==> src/rtl/aon_pwr_pkg.sv <==
// ============================================================================
// Module   : aon_pwr_pkg
// Brief    : Shared constants and types for the always-on power register bank:
//            register offsets, DELAY field positions, LOCK bit index and the
//            per-domain delay record.
// Revision : 1.0 - initial release
// ============================================================================
`default_nettype none

package aon_pwr_pkg;

    // Register byte offsets
    localparam int unsigned c_ADDR_SLEEP_REQ  = 32'h00;
    localparam int unsigned c_ADDR_PWRGATE_EN = 32'h04;
    localparam int unsigned c_ADDR_PWR_STATUS = 32'h08;
    localparam int unsigned c_ADDR_WAKE_EVT   = 32'h0C;
    localparam int unsigned c_ADDR_IRQ_EN     = 32'h10;
    localparam int unsigned c_ADDR_LOCK       = 32'h14;
    localparam int unsigned c_ADDR_WKEN_BASE  = 32'h20;
    localparam int unsigned c_ADDR_DELAY_BASE = 32'h40;

    // Bit index of the lock flag inside LOCK
    localparam int unsigned c_LOCK_BIT = 0;

    // DELAY register field positions
    localparam int unsigned c_DLY_ON_SEQ_LSB  = 0;
    localparam int unsigned c_DLY_OFF_SEQ_LSB = 4;
    localparam int unsigned c_DLY_ON_LSB      = 8;
    localparam int unsigned c_DLY_OFF_LSB     = 16;
    localparam int unsigned c_DLY_W           = 24;

    // Per-domain delay record; packed order mirrors the DELAY register layout
    typedef struct packed {
        logic [7:0] off_delay;
        logic [7:0] on_delay;
        logic [3:0] off_seq;
        logic [3:0] on_seq;
    } delay_t;

    // Split a raw DELAY write value into its fields
    function automatic delay_t f_unpack_delay(input logic [c_DLY_W-1:0] raw);
        delay_t d;
        d.on_seq    = raw[c_DLY_ON_SEQ_LSB  +: 4];
        d.off_seq   = raw[c_DLY_OFF_SEQ_LSB +: 4];
        d.on_delay  = raw[c_DLY_ON_LSB      +: 8];
        d.off_delay = raw[c_DLY_OFF_LSB     +: 8];
        return d;
    endfunction

endpackage

`default_nettype wire

==> src/rtl/aon_wake_evt.sv <==
// ============================================================================
// Module   : aon_wake_evt
// Brief    : Sticky write-1-to-clear wakeup event bank with a registered,
//            enable-masked interrupt reduction. Set has priority over clear.
// Revision : 1.0 - initial release
// ============================================================================
`default_nettype none

module aon_wake_evt #(
    parameter int W = 6
) (
    input  logic         clk_i,
    input  logic         rst_i,
    input  logic [W-1:0] set_i,
    input  logic [W-1:0] clr_i,
    input  logic [W-1:0] irq_en_i,
    output logic [W-1:0] evt_o,
    output logic         irq_o
);

    logic [W-1:0] evt_q;
    logic [W-1:0] evt_d;
    logic         irq_q;

    // Next event state: clear written-1 bits, then apply new sets on top
    always_comb begin
        evt_d = (evt_q & ~clr_i) | set_i;
    end

    // Event and interrupt registers; irq follows the stored events by one cycle
    always_ff @(posedge clk_i) begin
        if (rst_i) begin
            evt_q <= '0;
            irq_q <= 1'b0;
        end else begin
            evt_q <= evt_d;
            irq_q <= |(evt_q & irq_en_i);
        end
    end

    assign evt_o = evt_q;
    assign irq_o = irq_q;

endmodule

`default_nettype wire

==> src/rtl/aon_pwr_regbank.sv <==
// ============================================================================
// Module   : aon_pwr_regbank
// Brief    : Always-on power-controller register bank for N domains with M
//            wakeup sources each. Single-beat bus decode, registered read
//            response, sleep-request auto-clear on domain power-off, sticky
//            wakeup events with interrupt.
// Options  : AON_RF_LOCK_EN - adds the LOCK register that freezes the
//            configuration registers until reset.
// Revision : 1.0 - initial release
// ============================================================================
`default_nettype none

module aon_pwr_regbank
    import aon_pwr_pkg::*;
#(
    parameter int N          = 2,
    parameter int M          = 3,
    parameter int DATA_WIDTH = 32,
    parameter int ADDR_WIDTH = 8
) (
    input  logic                  i_aon_clk,
    input  logic                  i_soc_pwr_on_rst,
    input  logic                  slv_o_valid,
    input  logic                  slv_o_rd0_wr1,
    input  logic [ADDR_WIDTH-1:0] slv_o_addr,
    input  logic [DATA_WIDTH-1:0] slv_o_wr_data,
    output logic                  slv_i_ready,
    output logic [DATA_WIDTH-1:0] slv_i_rd_data,
    output logic                  slv_i_rd_valid,
    output logic                  slv_i_err,
    input  logic [N-1:0]          fsm_o_d_status,
    input  logic [M*N-1:0]        i_wakeup_src,
    output logic [N-1:0]          rf_o_sleep_req,
    output logic [N-1:0]          rf_o_pwrgate_enable,
    output logic [M*N-1:0]        rf_o_wakeup_enable,
    output logic [4*N-1:0]        rf_o_pwr_on_seq_delay,
    output logic [4*N-1:0]        rf_o_pwr_off_seq_delay,
    output logic [8*N-1:0]        rf_o_pwr_on_delay,
    output logic [8*N-1:0]        rf_o_pwr_off_delay,
    output logic [M*N-1:0]        rf_o_wake_evt,
    output logic                  rf_o_irq
);

    localparam int EVT_W = M * N;

    // Architectural state
    logic                  ready_q;
    logic [N-1:0]          sleep_req_q;
    logic [N-1:0]          sleep_req_d;
    logic [N-1:0]          pwrgate_q;
    logic [N-1:0]          status_q;
    logic [EVT_W-1:0]      irq_en_q;
    logic [EVT_W-1:0]      wakeup_en_q;
    delay_t                delay_q [N];

    // Response registers
    logic                  rd_valid_q;
    logic [DATA_WIDTH-1:0] rd_data_q;
    logic                  err_q;

    // Decode and control
    logic                  w_acc;
    logic                  w_wr;
    logic                  w_rd;
    logic                  w_hit_sleep;
    logic                  w_hit_pg;
    logic                  w_hit_stat;
    logic                  w_hit_evt;
    logic                  w_hit_irqen;
    logic                  w_hit_lock;
    logic [N-1:0]          w_hit_wken;
    logic [N-1:0]          w_hit_dly;
    logic                  w_mapped;
    logic                  w_protected;
    logic                  w_lock;
    logic                  w_blocked;
    logic                  w_wr_ok;
    logic                  w_err;
    logic [DATA_WIDTH-1:0] w_rdata;
    logic [N-1:0]          w_fall;
    logic [EVT_W-1:0]      w_evt_set;
    logic [EVT_W-1:0]      w_evt_clr;
    logic [EVT_W-1:0]      w_evt;
    logic                  w_unused;

    // Only the low register fields of the write bus are ever consumed
    assign w_unused = ^slv_o_wr_data;

    assign slv_i_ready = ready_q && !i_soc_pwr_on_rst;
    assign w_acc       = slv_o_valid && slv_i_ready;
    assign w_wr        = w_acc && slv_o_rd0_wr1;
    assign w_rd        = w_acc && !slv_o_rd0_wr1;

    assign w_hit_sleep = (slv_o_addr == ADDR_WIDTH'(c_ADDR_SLEEP_REQ));
    assign w_hit_pg    = (slv_o_addr == ADDR_WIDTH'(c_ADDR_PWRGATE_EN));
    assign w_hit_stat  = (slv_o_addr == ADDR_WIDTH'(c_ADDR_PWR_STATUS));
    assign w_hit_evt   = (slv_o_addr == ADDR_WIDTH'(c_ADDR_WAKE_EVT));
    assign w_hit_irqen = (slv_o_addr == ADDR_WIDTH'(c_ADDR_IRQ_EN));

    for (genvar d = 0; d < N; d++) begin : g_dec
        assign w_hit_wken[d] = (slv_o_addr == ADDR_WIDTH'(c_ADDR_WKEN_BASE  + 32'(4 * d)));
        assign w_hit_dly[d]  = (slv_o_addr == ADDR_WIDTH'(c_ADDR_DELAY_BASE + 32'(4 * d)));
    end

`ifdef AON_RF_LOCK_EN
    logic lock_q;

    assign w_hit_lock = (slv_o_addr == ADDR_WIDTH'(c_ADDR_LOCK));
    assign w_lock     = lock_q;

    // Lock is set-only by software; only reset releases it
    always_ff @(posedge i_aon_clk) begin
        if (i_soc_pwr_on_rst) begin
            lock_q <= 1'b0;
        end else if (w_wr_ok && w_hit_lock && slv_o_wr_data[c_LOCK_BIT]) begin
            lock_q <= 1'b1;
        end
    end
`else
    assign w_hit_lock = 1'b0;
    assign w_lock     = 1'b0;
`endif

    assign w_mapped    = w_hit_sleep | w_hit_pg | w_hit_stat | w_hit_evt | w_hit_irqen
                       | w_hit_lock | (|w_hit_wken) | (|w_hit_dly);
    assign w_protected = w_hit_pg | w_hit_irqen | (|w_hit_wken) | (|w_hit_dly);
    assign w_blocked   = w_hit_stat | (w_lock && w_protected);
    assign w_wr_ok     = w_wr && w_mapped && !w_blocked;
    assign w_err       = w_acc && (!w_mapped || (slv_o_rd0_wr1 && w_blocked));

    // A domain that was on last cycle and is off now has just powered down
    assign w_fall = status_q & ~fsm_o_d_status;

    // Sleep request: software write first, then hardware clear wins per bit
    always_comb begin
        sleep_req_d = sleep_req_q;
        if (w_wr_ok && w_hit_sleep) begin
            sleep_req_d = slv_o_wr_data[N-1:0];
        end
        sleep_req_d = sleep_req_d & ~w_fall;
    end

    // Read data mux over pre-update register values; unmapped reads give 0
    always_comb begin
        w_rdata = '0;
        if (w_hit_sleep) w_rdata[N-1:0] = sleep_req_q;
        if (w_hit_pg)    w_rdata[N-1:0] = pwrgate_q;
        if (w_hit_stat)  w_rdata[N-1:0] = status_q;
        if (w_hit_evt)   w_rdata[EVT_W-1:0] = w_evt;
        if (w_hit_irqen) w_rdata[EVT_W-1:0] = irq_en_q;
        if (w_hit_lock)  w_rdata[c_LOCK_BIT] = w_lock;
        for (int d = 0; d < N; d++) begin
            if (w_hit_wken[d]) w_rdata[M-1:0] = wakeup_en_q[d*M +: M];
            if (w_hit_dly[d])  w_rdata[c_DLY_W-1:0] = delay_q[d];
        end
    end

    // Control and configuration registers
    always_ff @(posedge i_aon_clk) begin
        if (i_soc_pwr_on_rst) begin
            ready_q     <= 1'b0;
            status_q    <= '0;
            sleep_req_q <= '0;
            pwrgate_q   <= '0;
            irq_en_q    <= '0;
            wakeup_en_q <= '0;
            for (int d = 0; d < N; d++) begin
                delay_q[d] <= '0;
            end
        end else begin
            ready_q     <= 1'b1;
            status_q    <= fsm_o_d_status;
            sleep_req_q <= sleep_req_d;
            if (w_wr_ok && w_hit_pg) begin
                pwrgate_q <= slv_o_wr_data[N-1:0];
            end
            if (w_wr_ok && w_hit_irqen) begin
                irq_en_q <= slv_o_wr_data[EVT_W-1:0];
            end
            for (int d = 0; d < N; d++) begin
                if (w_wr_ok && w_hit_wken[d]) begin
                    wakeup_en_q[d*M +: M] <= slv_o_wr_data[M-1:0];
                end
                if (w_wr_ok && w_hit_dly[d]) begin
                    delay_q[d] <= f_unpack_delay(slv_o_wr_data[c_DLY_W-1:0]);
                end
            end
        end
    end

    // Bus response: one-cycle read/err pulses, data forced to 0 when idle
    always_ff @(posedge i_aon_clk) begin
        if (i_soc_pwr_on_rst) begin
            rd_valid_q <= 1'b0;
            rd_data_q  <= '0;
            err_q      <= 1'b0;
        end else begin
            rd_valid_q <= w_rd;
            rd_data_q  <= w_rd ? w_rdata : '0;
            err_q      <= w_err;
        end
    end

    assign w_evt_set = i_wakeup_src & wakeup_en_q;
    assign w_evt_clr = (w_wr_ok && w_hit_evt) ? slv_o_wr_data[EVT_W-1:0] : '0;

    aon_wake_evt #(
        .W (EVT_W)
    ) u_wake_evt (
        .clk_i    (i_aon_clk),
        .rst_i    (i_soc_pwr_on_rst),
        .set_i    (w_evt_set),
        .clr_i    (w_evt_clr),
        .irq_en_i (irq_en_q),
        .evt_o    (w_evt),
        .irq_o    (rf_o_irq)
    );

    for (genvar d = 0; d < N; d++) begin : g_out
        assign rf_o_pwr_on_seq_delay [d*4 +: 4] = delay_q[d].on_seq;
        assign rf_o_pwr_off_seq_delay[d*4 +: 4] = delay_q[d].off_seq;
        assign rf_o_pwr_on_delay     [d*8 +: 8] = delay_q[d].on_delay;
        assign rf_o_pwr_off_delay    [d*8 +: 8] = delay_q[d].off_delay;
    end

    assign rf_o_sleep_req      = sleep_req_q;
    assign rf_o_pwrgate_enable = pwrgate_q;
    assign rf_o_wakeup_enable  = wakeup_en_q;
    assign rf_o_wake_evt       = w_evt;
    assign slv_i_rd_valid      = rd_valid_q;
    assign slv_i_rd_data       = rd_data_q;
    assign slv_i_err           = err_q;

endmodule

`default_nettype wire

==> config.mk <==
export PLATFORM = sky130hd
export DESIGN_NAME = aon_pwr_regbank
export DESIGN_NICKNAME = d
export VERILOG_FILES = /design/src/rtl/aon_pwr_pkg.sv /design/src/rtl/aon_wake_evt.sv /design/src/rtl/aon_pwr_regbank.sv
export SDC_FILE = /design/constraint.sdc
export NUM_CORES = 1
export LEC_CHECK = 0
export CAP_MARGIN = 5
export CORE_UTILIZATION = 40
export CTS_CLUSTER_DIAMETER = 80
export DETAILED_ROUTE_END_ITERATION = 12
export HOLD_SLACK_MARGIN = 0.15
export PLACE_DENSITY = 0.76
export SLEW_MARGIN = 15
export SYNTH_ARGS = -nofsm -noshare
export SYNTH_HDL_FRONTEND = slang
export SYNTH_SLANG_ARGS = --single-unit
==> constraint.sdc <==
create_clock -name i_aon_clk -period 2.5 [get_ports i_aon_clk]
set_input_delay 0.5 -clock i_aon_clk [delete_from_list [all_inputs] [get_ports i_aon_clk]]
set_output_delay 0.5 -clock i_aon_clk [all_outputs]
set_load 0.03 [all_outputs]
== Yosys cells after proc, flatten, opt, wreduce, memory -nomap -nowiden ==
Memory sizes are Yosys's and may differ from the RTL's.
Cells that the tools add are included.
Word-level totals
  register bits after elaboration: 60
  memory bits (writable): 48
  bits in latches: 0
  input bits: 52
  ROM bits: 0
  memories kept: 1
Memories
  delay_q: words 2, width 24, rd ports 2, clocked after memory_dff 0, wr ports 2, line aon_pwr_regbank.sv:54  | delay_t delay_q [N];
Cells by class
  add/subtract/negate cells: 0
  shift operators: 0
  magnitude comparators: 0
  reductions and logical operators: 26
  divide/modulo/power cells: 0
  mux-type cells: 22
  bitwise gates (word level): 18
  $mul: 0
  equality and inequality tests: 8
Operators by type and width (count)
  $mux 24: 4
  $and 6x6->6: 3
  $mux 6: 3
  $eq 8x4->1 const B: 2
  $eq 8x6->1 const B: 2
  $eq 8x7->1 const B: 2
  $logic_and 1x1->1: 16
  $mux 1: 9
  $eq 8x3->1 const B: 1
  $eq 8x5->1 const B: 1
  $logic_not 8->1: 1
  $mux 2: 4
  $or 1x1->1: 8
  $mux 3: 2
  $not 6->6: 1
  $or 6x6->6: 1
  $reduce_or 2->1: 3
  $reduce_or 6->1: 1
  $and 2x2->2: 2
  $logic_not 1->1: 4
  $not 2->2: 2
  $logic_or 1x1->1: 1
  $not 1->1: 1

== Depth between registers and ports, before layout ==
Gate-level depths: netlist of the first run.
  depth after elaboration: 14
  depth in mapped cells: 8
  gate-level depth less buffers: 5

== By module ==
Synthesis of the first run repeated with hierarchy kept, for this count alone.
Unflattened totals
  cell total of the unflattened synthesis: 381
  area, all modules: 4216.5 µm²
By module, submodules not included
  aon_pwr_regbank: area an instance 3957.5 µm², instances 1, seq. area each 2342.2 µm², cells an instance 352
  aon_wake_evt: area an instance 259.0 µm², instances 1, seq. area each 140.1 µm², cells an instance 29

== Worst setup path after synthesis of the first run ==
Ideal clock, no wire load.
  path type: input to register
  start: input slv_o_addr[0]
  end: memory delay_q[0][0] (netlist bit) (enable)
  required time: 2.119 ns
  arrival: 2.134 ns
  stages: 6
  slack: -0.015 ns
  path through: clkbuf_1 > nor4_2 > and3_1 > buf_2 > nand2_1 > nand2_1
RTL lines
  from (decl): line aon_pwr_regbank.sv:25  | input logic [ADDR_WIDTH-1:0] slv_o_addr,
  to (decl): line aon_pwr_regbank.sv:54

== Worst setup path in the final report of the first run ==
  start: input slv_o_addr[0]
  end: register rd_data_q[1] (netlist: slv_i_rd_data[1])
Between the ends
  longest elaborated chain between the ends: 10
  elaborated cells between the ends (all ways): 18
  classes of those cells: eq/ne: 8; mux: 9; reduce/logical: 1
RTL lines
  $logic_not 8->1: line aon_pwr_regbank.sv:94  | assign w_hit_sleep = (slv_o_addr == ADDR_WIDTH'(c_ADDR_SLEEP_REQ));
  $mux 2: line aon_pwr_regbank.sv:146  | if (w_hit_sleep) w_rdata[N-1:0] = sleep_req_q;
  $mux 2: line aon_pwr_regbank.sv:147  | if (w_hit_pg) w_rdata[N-1:0] = pwrgate_q;
  $mux 2: line aon_pwr_regbank.sv:148  | if (w_hit_stat) w_rdata[N-1:0] = status_q;
  $mux 6: line aon_pwr_regbank.sv:149  | if (w_hit_evt) w_rdata[EVT_W-1:0] = w_evt;
  $mux 6: line aon_pwr_regbank.sv:150  | if (w_hit_irqen) w_rdata[EVT_W-1:0] = irq_en_q;
  $mux 3: line aon_pwr_regbank.sv:153  | if (w_hit_wken[d]) w_rdata[M-1:0] = wakeup_en_q[d*M +: M];
  $mux 24: line aon_pwr_regbank.sv:154  | if (w_hit_dly[d]) w_rdata[c_DLY_W-1:0] = delay_q[d];
  $mux 3: line aon_pwr_regbank.sv:153
  $mux 24 (*): line aon_pwr_regbank.sv:154
  to (signal assigned): line aon_pwr_regbank.sv:199  | rd_data_q <= w_rd ? w_rdata : '0;
  to (decl): line aon_pwr_regbank.sv:58  | logic [DATA_WIDTH-1:0] rd_data_q;
Every way passes the cells marked *; elsewhere a longest branch is shown, timed or not.
A chain may end at the register's enable or synchronous reset.

==> results of run 1 <==
per-layer routing:
metal	wire length, um	global-route usage (%)
met2	5490	35.4
met1	4730	27.0
met5	0	0
met4	291	9.49
met3	625	3.96
worst reg2reg max path: stages, from the launching register on:
cell	delay, ns
dfxtp_1	0.33
and4b_1	0.28
o311ai_4	0.15
buf_4	0.18
nor3_2	0.29
mux2i_1	0.22
nor2_1	0.07
how the worst min path moves through the flow:
stage,end,slack [ns],cells past startpoint
floorplan,irq_en_q[1],0.45,2
global placement,irq_en_q[1],0.46,2
detailed placement,irq_en_q[3],0.47,2
CTS,irq_en_q[3],0.49,2
global route,irq_en_q[1],0.50,2
finish,irq_en_q[5],0.49,2
through the flow:
step	setup WS, ns	instance area (sq um)	total power [W]	setup TNS [ns]
after CTS	0.320	6020	0.00309	0
after global placement	-0.0468	5820	0.00210	-1.67
after detailed placement	-0.0728	5820	0.00210	-2.79
after floorplan	0.0251	4160	0.00193	0
after global routing	0.218	6020	0.00317	0
final	0.296	6020	0.00307	0
logic make-up after synthesis:
kind of cell,Yosys count,synth area share [%]
AND/OR/NAND/NOR,146,20.0
flip-flops,100,60.0
AO/OA/AOI/OAI,68,12.1
buffers and inverters,37,4.87
multiplexers,12,2.97
other,1,0.0907
sequential cells by signal, indices dropped and copies added, names as in the netlist:
| name | cells |
|---|---|
| delay_q | 48 |
| slv_i_rd_data | 24 |
| irq_en_q | 6 |
| rf_o_wakeup_enable | 6 |
| u_wake_evt.evt_o | 6 |
| rf_o_pwrgate_enable | 2 |
| rf_o_sleep_req | 2 |
| status_q | 2 |
| ready_q | 1 |
| slv_i_err | 1 |
| slv_i_rd_valid | 1 |
| u_wake_evt.irq_o | 1 |
area by class of cell:
cell class | count | share of cell area [%]
flip-flops and latches | 100 | 41.2
multi-input cells | 234 | 24.6
clock buffers | 9 | 2.06
clock inverters | 7 | 1.23
well taps | 133 | 2.77
repair buffers | 170 | 27.6
inverters | 8 | 0.499
placed cells by master, fill, tap and decap left out, types with 3 or more instances in the layout:
cell and instances:
clkdlybuf4s50_1 134, nor3_2 5, clkbuf_8 9, nor2b_1 8, buf_12 4, nor2_1 42
edfxtp_1 48, buf_4 32, a221oi_1 5, dfxtp_1 52, nand3_1 10, inv_1 8
nor3_1 3, mux2i_1 10, nand2_1 26, o21ai_0 5, and2_1 25, a22oi_1 32
conb_1 8, a21oi_1 13, nand2b_1 4
power breakdown:
group          switching (W)  total [W]  internal, W  leakage [nW]
Combinational       0.000175   0.000322     0.000146          1.08
Clock               0.000616    0.00101     0.000389        0.0972
Sequential         0.0000127    0.00175      0.00173         0.935
Total               0.000804    0.00307      0.00227          2.11
==> run summary, run 1 <==
antenna cell count -> 0
Cell Pwr Density -> 511 nW/um^2
final wirelength -> 11100 um
Seq/Total Area, Yosys -> 60.0%
count leader, synth -> dfxtp_1
R2R Setup Slk -> 0.87 ns
worst hold slack -> 0.488 ns
first-pass GRT wire length -> 17800 um
Post-DP HPWL -> 8090 um
critical path's slowest cell -> clkdlybuf4s50_1
Initial Util -> 41.7%
Inst Count DP -> 645
Worst VDD drop -> 0.000276 V
CTS root buffer -> clkbuf_8
top post-synthesis cells by area -> edfxtp_1, dfxtp_1, a22oi_1
clk sinks -> 100
asr flop ratio synth -> 0%
Distinct cells, synth -> 51
worst skew pair latency -> 0.37 ns
Layout Nets -> 575
setup bufs post-CTS -> 0
Tcrit/Tclk final -> 88.2%
critical path's most frequent cell -> buf_4
Syn Area/Cell -> 11.4 sq um
Critical Path Start Type -> input pin
CP Class -> input pin to flop
routed via count -> 3406
WL per Instance -> 16.8 um
Area Overhead vs Synth -> 45.5%
Post-synth top cells -> dfxtp_1, edfxtp_1, nor2_1, a22oi_1, nand2_1
skew final -> 0.0140 ns
crit path to -> slv_i_rd_data[1]
synth warn -> 0
FMAX -> 454 MHz
Cells after Synth -> 364
CTS clock-pin slew for the worst setup and hold paths -> 0.10 ns
Synth top area share -> 34.9%
r2r worst-path depth -> 6
grt ovf -> 0
final hold vios -> 0
# H-tree levels -> 3
Synth Register Bits -> 100
CTS buffer count -> 9
multi-input logic area -> 1480 sq um
Critical Path End Type -> flop
run status -> complete, no violations
clk buf depth -> 2
fill count -> 834
DIE HEIGHT -> 104 um
Worst path depth -> 7
fin util -> 60.7%
CP top delay family -> buffers and inverters
Sequential Area -> 2480 sq um
Critical Path AT -> 2.45 ns
CORE AREA -> 9910 sq um
final max-slew violation count -> 0
crit path time final -> 2.20 ns
Final Instance Count excl. Fillers -> 661
CTS tree -> yes
antenna-violating nets left -> 0
Initial DRT Pass Iterations -> 4
share of layout cells above drive strength 1 -> 13.3%
post-CTS resize count -> 0
vias in the first global route -> 3389
GPL Wtd Cong -> 0.866
Die Span X -> 104 um
antenna violations before repair -> 0
R2R Path End -> rf_o_wakeup_enable[3]
Rows -> 36
Mapped Area -> 4140 sq um
CTS Hold Buffers Added -> 0
CP startpoint -> slv_o_addr[0]
number of flops mapped to enable cells by yosys -> 48
leading area contributor after synthesis -> edfxtp_1
Leakage -> 2.11 nW
unrepaired setup endpoints after global routing -> no
largest net degree at the start of global routing -> 26
Most used DFF post-synth -> dfxtp_1
die area -> 10700 sq um
max_cap viols -> 0
all-layer global routing usage -> 21.3%
critical-path cell list -> clkdlybuf4s50_1 -> buf_4 -> nor4b_4 -> buf_4 -> nand2_1 -> or2_0 -> a221oi_1
IO Port Bufs -> 135
number of DRC markers in iteration 0 -> 218
IO Pins -> 152
crit-path max cell delay -> 0.56 ns
Max Fanout on Critical Path -> 5
WP buf/inv -> 3
min-delay src -> irq_en_q[5]
Residual DRC -> 0
worst hold-check path type -> flop to flop
CP required -> 2.75 ns
via-per-instance ratio -> 5.15
Setup violations, final -> 0
Crit Reg-Reg Startpoint -> ready_q
No activity file was read; power rests on OpenSTA's default activity.
==> inputs of run 2 (changes only) <==
--- a/config.mk
+++ b/config.mk
@@ -10,7 +10,7 @@
 export CTS_CLUSTER_DIAMETER = 80
 export DETAILED_ROUTE_END_ITERATION = 12
 export HOLD_SLACK_MARGIN = 0.15
-export PLACE_DENSITY = 0.76
+export PLACE_DENSITY = 0.8
 export SLEW_MARGIN = 15
 export SYNTH_ARGS = -nofsm -noshare
 export SYNTH_HDL_FRONTEND = slang
==> run 2 against run 1 <==
  * Sequential share of layout area shrank 0.10 points
  * Routed wire length grew 2.4%
  * Final cell count is the same
  * Critical path depth grew 1
  * Setup slack gained 0.044 ns
  * Cell area grew 0.25%
  * First-iteration DRC count shrank 18%
  * Power grew 1.5%
  * Non-clock buffer count is the same
  * Critical endpoint unchanged
  * Highest routed layer unchanged
==> run summary, run 2 (same netlist as run 1, synthesis figures left out) <==
run status -> complete, no violations
Die Span X -> 104 um
IO Port Bufs -> 135
# H-tree levels -> 3
fin util -> 60.9%
WHS Endpoint -> irq_en_q[2]
Critical Path AT -> 2.41 ns
WL per Instance -> 17.3 um
met2 wire len -> 5640 um
antenna violations before repair -> 0
clk buf depth -> 2
unrepaired setup endpoints after global routing -> no
Critical Path End Type -> flop
CTS root buffer -> clkbuf_8
DP Area -> 5820 sq um
all-layer global routing usage -> 21.9%
total power -> 0.00312 W
setup bufs post-CTS -> 0
most frequent cells in the layout -> clkdlybuf4s50_1, dfxtp_1, edfxtp_1, nor2_1
final max-slew violation count -> 0
CTS clock-pin slew for the worst setup and hold paths -> 0.10 ns
Rows -> 36
largest net degree at the start of global routing -> 27
Layout Nets -> 575
CP top delay family -> compound AO/OA/AOI/OAI gates
Post-DP HPWL -> 8240 um
WHS Path Cells -> 2
critical-path cell list -> clkdlybuf4s50_1 -> buf_4 -> buf_4 -> nor4_1 -> o21ai_0 -> a22oi_1 -> o211ai_1 -> a221oi_1
R2R Path End -> rf_o_pwrgate_enable[1]
Initial Util -> 41.7%
crit path time final -> 2.16 ns
grt ovf -> 0
skew final -> 0.0200 ns
Setup violations, final -> 0
crit-path max cell delay -> 0.44 ns
Cell Pwr Density -> 517 nW/um^2
share of layout cells above drive strength 1 -> 13.3%
min-delay src -> irq_en_q[2]
CP Class -> input pin to flop
final hold vios -> 0
critical path's slowest cell -> clkdlybuf4s50_1
Final Instance Count excl. Fillers -> 661
max_cap viols -> 0
routed wl met3 -> 630 um
number of DRC markers in iteration 0 -> 178
top sig layer -> met4
max reg flops -> 48
Inst Count DP -> 645
design area -> 6030 sq um
DIE HEIGHT -> 104 um
Leakage -> 2.12 nW
CTS Hold Buffers Added -> 0
Residual DRC -> 0
CTS tree -> yes
post-CTS resize count -> 0
Area Overhead vs Synth -> 45.9%
R2R Setup Slk -> 0.84 ns
r2r worst-path depth -> 7
clk sinks -> 100
antenna-violating nets left -> 0
critical path's most frequent cell -> buf_4
routed via count -> 3403
final wirelength -> 11400 um
commonest non-fill, non-tap cell in the layout -> clkdlybuf4s50_1
Initial DRT Pass Iterations -> 5
Crit Reg-Reg Startpoint -> ready_q
IO Pins -> 152
worst skew pair latency -> 0.38 ns
CTS buffer count -> 9
die area -> 10700 sq um
antenna cell count -> 0
Worst VDD drop -> 0.000306 V
Largest Register -> delay_q
FMAX -> 463 MHz
worst hold-check path type -> flop to flop
metal1 wirelength -> 4890 um
GPL Wtd Cong -> 0.881
via-per-instance ratio -> 5.15
setup TNS -> 0 ns
CP required -> 2.75 ns
Critical Path Start Type -> input pin
vias in the first global route -> 3454
WP buf/inv -> 3
Tcrit/Tclk final -> 86.4%
Max Fanout on Critical Path -> 6
first-pass GRT wire length -> 18200 um
CORE AREA -> 9910 sq um
==> run 2: changes by cell type in the layout (fill, tap and decap cells not counted) <==
cell        previous run  this run
clkinv_8               2         3
clkinvlp_4             1         0
inv_8                  1         2
clkinv_2               1         0
==> run 2: through the flow <==
step | setup WS, ns | hold WS [ns]
after floorplan | 0.0251 | 0.446
after global placement | 0.0461 | 0.458
after detailed placement | 0.0354 | 0.465
after CTS | 0.405 | 0.480
after global routing | 0.144 | 0.506
final | 0.340 | 0.483
==> run 2: worst max path at each step <==
stage,start,endpoint,slack (ns),depth (start not counted)
final,slv_o_addr[6],slv_i_rd_data[1],0.34,8
after global routing,slv_o_addr[6],slv_i_rd_data[1],0.14,8
after CTS,slv_o_addr[2],slv_i_rd_data[0],0.40,7
after detailed placement,slv_o_addr[2],rf_o_wakeup_enable[4],0.04,7
after global placement,slv_o_addr[2],slv_i_rd_data[0],0.05,7
after floorplan,slv_o_addr[0],delay_q[0][24],0.03,6
==> run 2: per-layer routing <==
metal,GRT usage [%],vias up
met1,27.4,1628
met2,37.7,144
met3,4.22,16
met4,7.55,0
met5,0,-
li1,-,1615
==> run 2: final cells by class <==
class,instances,area [sq um]
multi-input cells,234,1480
clock buffers,9,124
fillers,816,3880
well taps,133,166
repair buffers,170,1660
inverters,8,30.0
flip-flops and latches,100,2480
clock inverters,7,88.8
==> run 2: power breakdown <==
part | total, W | internal, W | switching (W)
combinational | 0.000322 | 0.000146 | 0.000176
clock | 0.00105 | 0.000406 | 0.000643
sequential | 0.00175 | 0.00173 | 0.0000133
total | 0.00312 | 0.00229 | 0.000833
==> run 2: worst register-to-register path, cell delays in order, from the launching register on <==
cell and delay [ns]:
dfxtp_1 0.34, and4b_1 0.27, o311ai_4 0.11, buf_4 0.18, buf_4 0.13, nor3_2 0.24
mux2i_1 0.23, nor2_1 0.05
==> inputs of run 3 (changes only) <==
==> constraint.sdc (replaced) <==
create_clock -name i_aon_clk -period 2.5 [get_ports i_aon_clk]
set_input_delay 0.25 -clock i_aon_clk [delete_from_list [all_inputs] [get_ports i_aon_clk]]
set_output_delay 0.25 -clock i_aon_clk [all_outputs]
set_load 0.03 [all_outputs]
==> run 3 against run 2 <==
  * Non-clock buffer count decreased by 9
  * Via count decreased by 0.65%
  * Die area unchanged
  * Routed wire length decreased by 0.82%
  * Final cell count decreased by 1.4%
==> run summary, run 3 (same netlist as run 1, synthesis figures left out) <==
Die Span X -> 104 um
Clk pwr share -> 33.4%
commonest non-fill, non-tap cell in the layout -> clkdlybuf4s50_1
CTS Hold Buffers Added -> 0
Max Fanout on Critical Path -> 24
Tcrit/Tclk final -> 79.2%
grt ovf -> 0
R2R Setup Slk -> 0.85 ns
routed wl met3 -> 788 um
vias in the first global route -> 3445
Inst Count DP -> 636
fill count -> 820
power share of the combinational group -> 10.1%
antenna-violating nets left -> 0
skew final -> 0.0130 ns
antenna cell count -> 0
WHS Path Cells -> 3
Initial Util -> 41.7%
# H-tree levels -> 3
Initial DRT Pass Iterations -> 4
critical path's most frequent cell -> buf_4
final wirelength -> 11300 um
metal1 wirelength -> 4680 um
share of layout cells above drive strength 1 -> 11.4%
Layout Nets -> 566
Rows -> 36
antenna violations before repair -> 0
Cell Pwr Density -> 522 nW/um^2
Flop pwr share -> 56.4%
routed via count -> 3381
final max-slew violation count -> 0
r2r worst-path depth -> 6
most frequent cells in the layout -> clkdlybuf4s50_1, dfxtp_1, edfxtp_1, nor2_1, a22oi_1
max_cap viols -> 0
Leakage -> 2.06 nW
multi-input logic area -> 1480 sq um
CP Class -> input pin to flop
critical-path cell list -> clkdlybuf4s50_1 -> buf_4 -> nor2b_1 -> nand2_1 -> nor3_2 -> buf_4 -> and2_1
unrepaired setup endpoints after global routing -> no
DP Area -> 5730 sq um
WP buf/inv -> 3
worst skew pair latency -> 0.38 ns
CTS clock-pin slew for the worst setup and hold paths -> 0.12 ns
Crit Reg-Reg Startpoint -> ready_q
die area -> 10700 sq um
post-CTS resize count -> 0
Worst VDD drop -> 0.000273 V
setup bufs post-CTS -> 0
CP required -> 2.74 ns
CTS tree -> yes
R2R Path End -> u_wake_evt.evt_o[4]
IO Port Bufs -> 135
final hold vios -> 0
top sig layer -> met4
Critical Path AT -> 2.22 ns
setup TNS -> 0 ns
critical path's slowest cell -> clkdlybuf4s50_1
number of DRC markers in iteration 0 -> 218
met2 wire len -> 5500 um
GPL Wtd Cong -> 0.880
design area -> 5930 sq um
switching pwr -> 0.000824 W
crit path time final -> 1.98 ns
Largest Register -> delay_q
Sw Ratio -> 26.6%
FMAX -> 505 MHz
Residual DRC -> 0
WHS Endpoint -> slv_i_err
first-pass GRT wire length -> 17900 um
WL per Instance -> 17.3 um
clk buf depth -> 2
Critical Path Start Type -> input pin
via-per-instance ratio -> 5.19
worst hold slack -> 0.476 ns
clk sinks -> 100
DIE HEIGHT -> 104 um
Critical Path End Type -> flop
max reg flops -> 48
largest net degree at the start of global routing -> 27
CTS root buffer -> clkbuf_8
crit-path max cell delay -> 0.47 ns
CORE AREA -> 9910 sq um
worst hold-check path type -> input pin to flop
all-layer global routing usage -> 21.5%
Int Pwr -> 0.00227 W
IO Pins -> 152
run status -> complete, no violations
min-delay src -> slv_o_valid
CTS buffer count -> 9
Final Instance Count excl. Fillers -> 652
CP top delay family -> simple AND/OR/NAND/NOR gates
Post-DP HPWL -> 8190 um
Setup violations, final -> 0
Sequential Area -> 2480 sq um
Area Overhead vs Synth -> 43.4%
-- run 3: changes by cell type in the layout (fill, tap and decap cells not counted), sizes merged --
| cell | delta |
|---|---|
| buf | -10 |
| clkdlybuf4s50 | +1 |
| clkinv | -1 |
| clkinvlp | +1 |
-- run 3: power by group through the flow --
stage	clock network [W]	registers, W	logic, W
5_1_grt	0.00112	0.00175	0.000332
3_3_place_gp	0	0.00178	0.000310
2_1_floorplan	0	0.00183	0.000108
4_1_cts	0.00105	0.00175	0.000315
3_5_place_dp	0	0.00178	0.000313
6_report	0.00104	0.00175	0.000314
-- run 3: worst reg2reg max path, stage by stage (launching register included) --
cell,delay [ns]
dfxtp_1,0.34
and4b_1,0.28
buf_4,0.21
and4_1,0.41
nand2_1,0.10
a22oi_1,0.16
nor2_1,0.06
-- run 3: through the flow --
step | total power (W) | setup WS, ns | utilization (%)
floorplan | 0.00193 | 0.235 | -
global placement | 0.00209 | 0.177 | 57.8
detailed placement | 0.00210 | 0.170 | 57.8
CTS | 0.00311 | 0.524 | 59.9
global route | 0.00320 | 0.418 | 59.9
finish | 0.00310 | 0.521 | 59.9
-- run 3: area by class of cell --
cell class / count / share of cell area (%)
Sequential cell: 100 / 41.8
Timing Repair Buffer: 161 / 26.5
Multi-Input combinational cell: 234 / 24.9
Tap cell: 133 / 2.81
Clock buffer: 9 / 2.09
Clock inverter: 7 / 1.35
Inverter: 8 / 0.506
-- run 3: worst max path at each step --
stage / from / to / slack, ns / depth (start not counted)
5_1_grt: slv_o_addr[3] / slv_i_rd_data[1] / 0.42 / 7
3_3_place_gp: slv_o_addr[5] / delay_q[0][31] / 0.18 / 7
6_report: slv_o_addr[6] / delay_q[0][40] / 0.52 / 7
2_1_floorplan: slv_o_addr[0] / delay_q[0][0] / 0.23 / 6
4_1_cts: slv_o_addr[6] / delay_q[0][40] / 0.52 / 7
3_5_place_dp: slv_o_addr[5] / delay_q[0][6] / 0.17 / 7
-- run 3: layer usage --
metal | up-vias | global-route usage (%)
met3 | 26 | 4.72
met4 | 0 | 9.90
met1 | 1614 | 26.9
met5 | - | 0
met2 | 143 | 35.5
li1 | 1598 | -
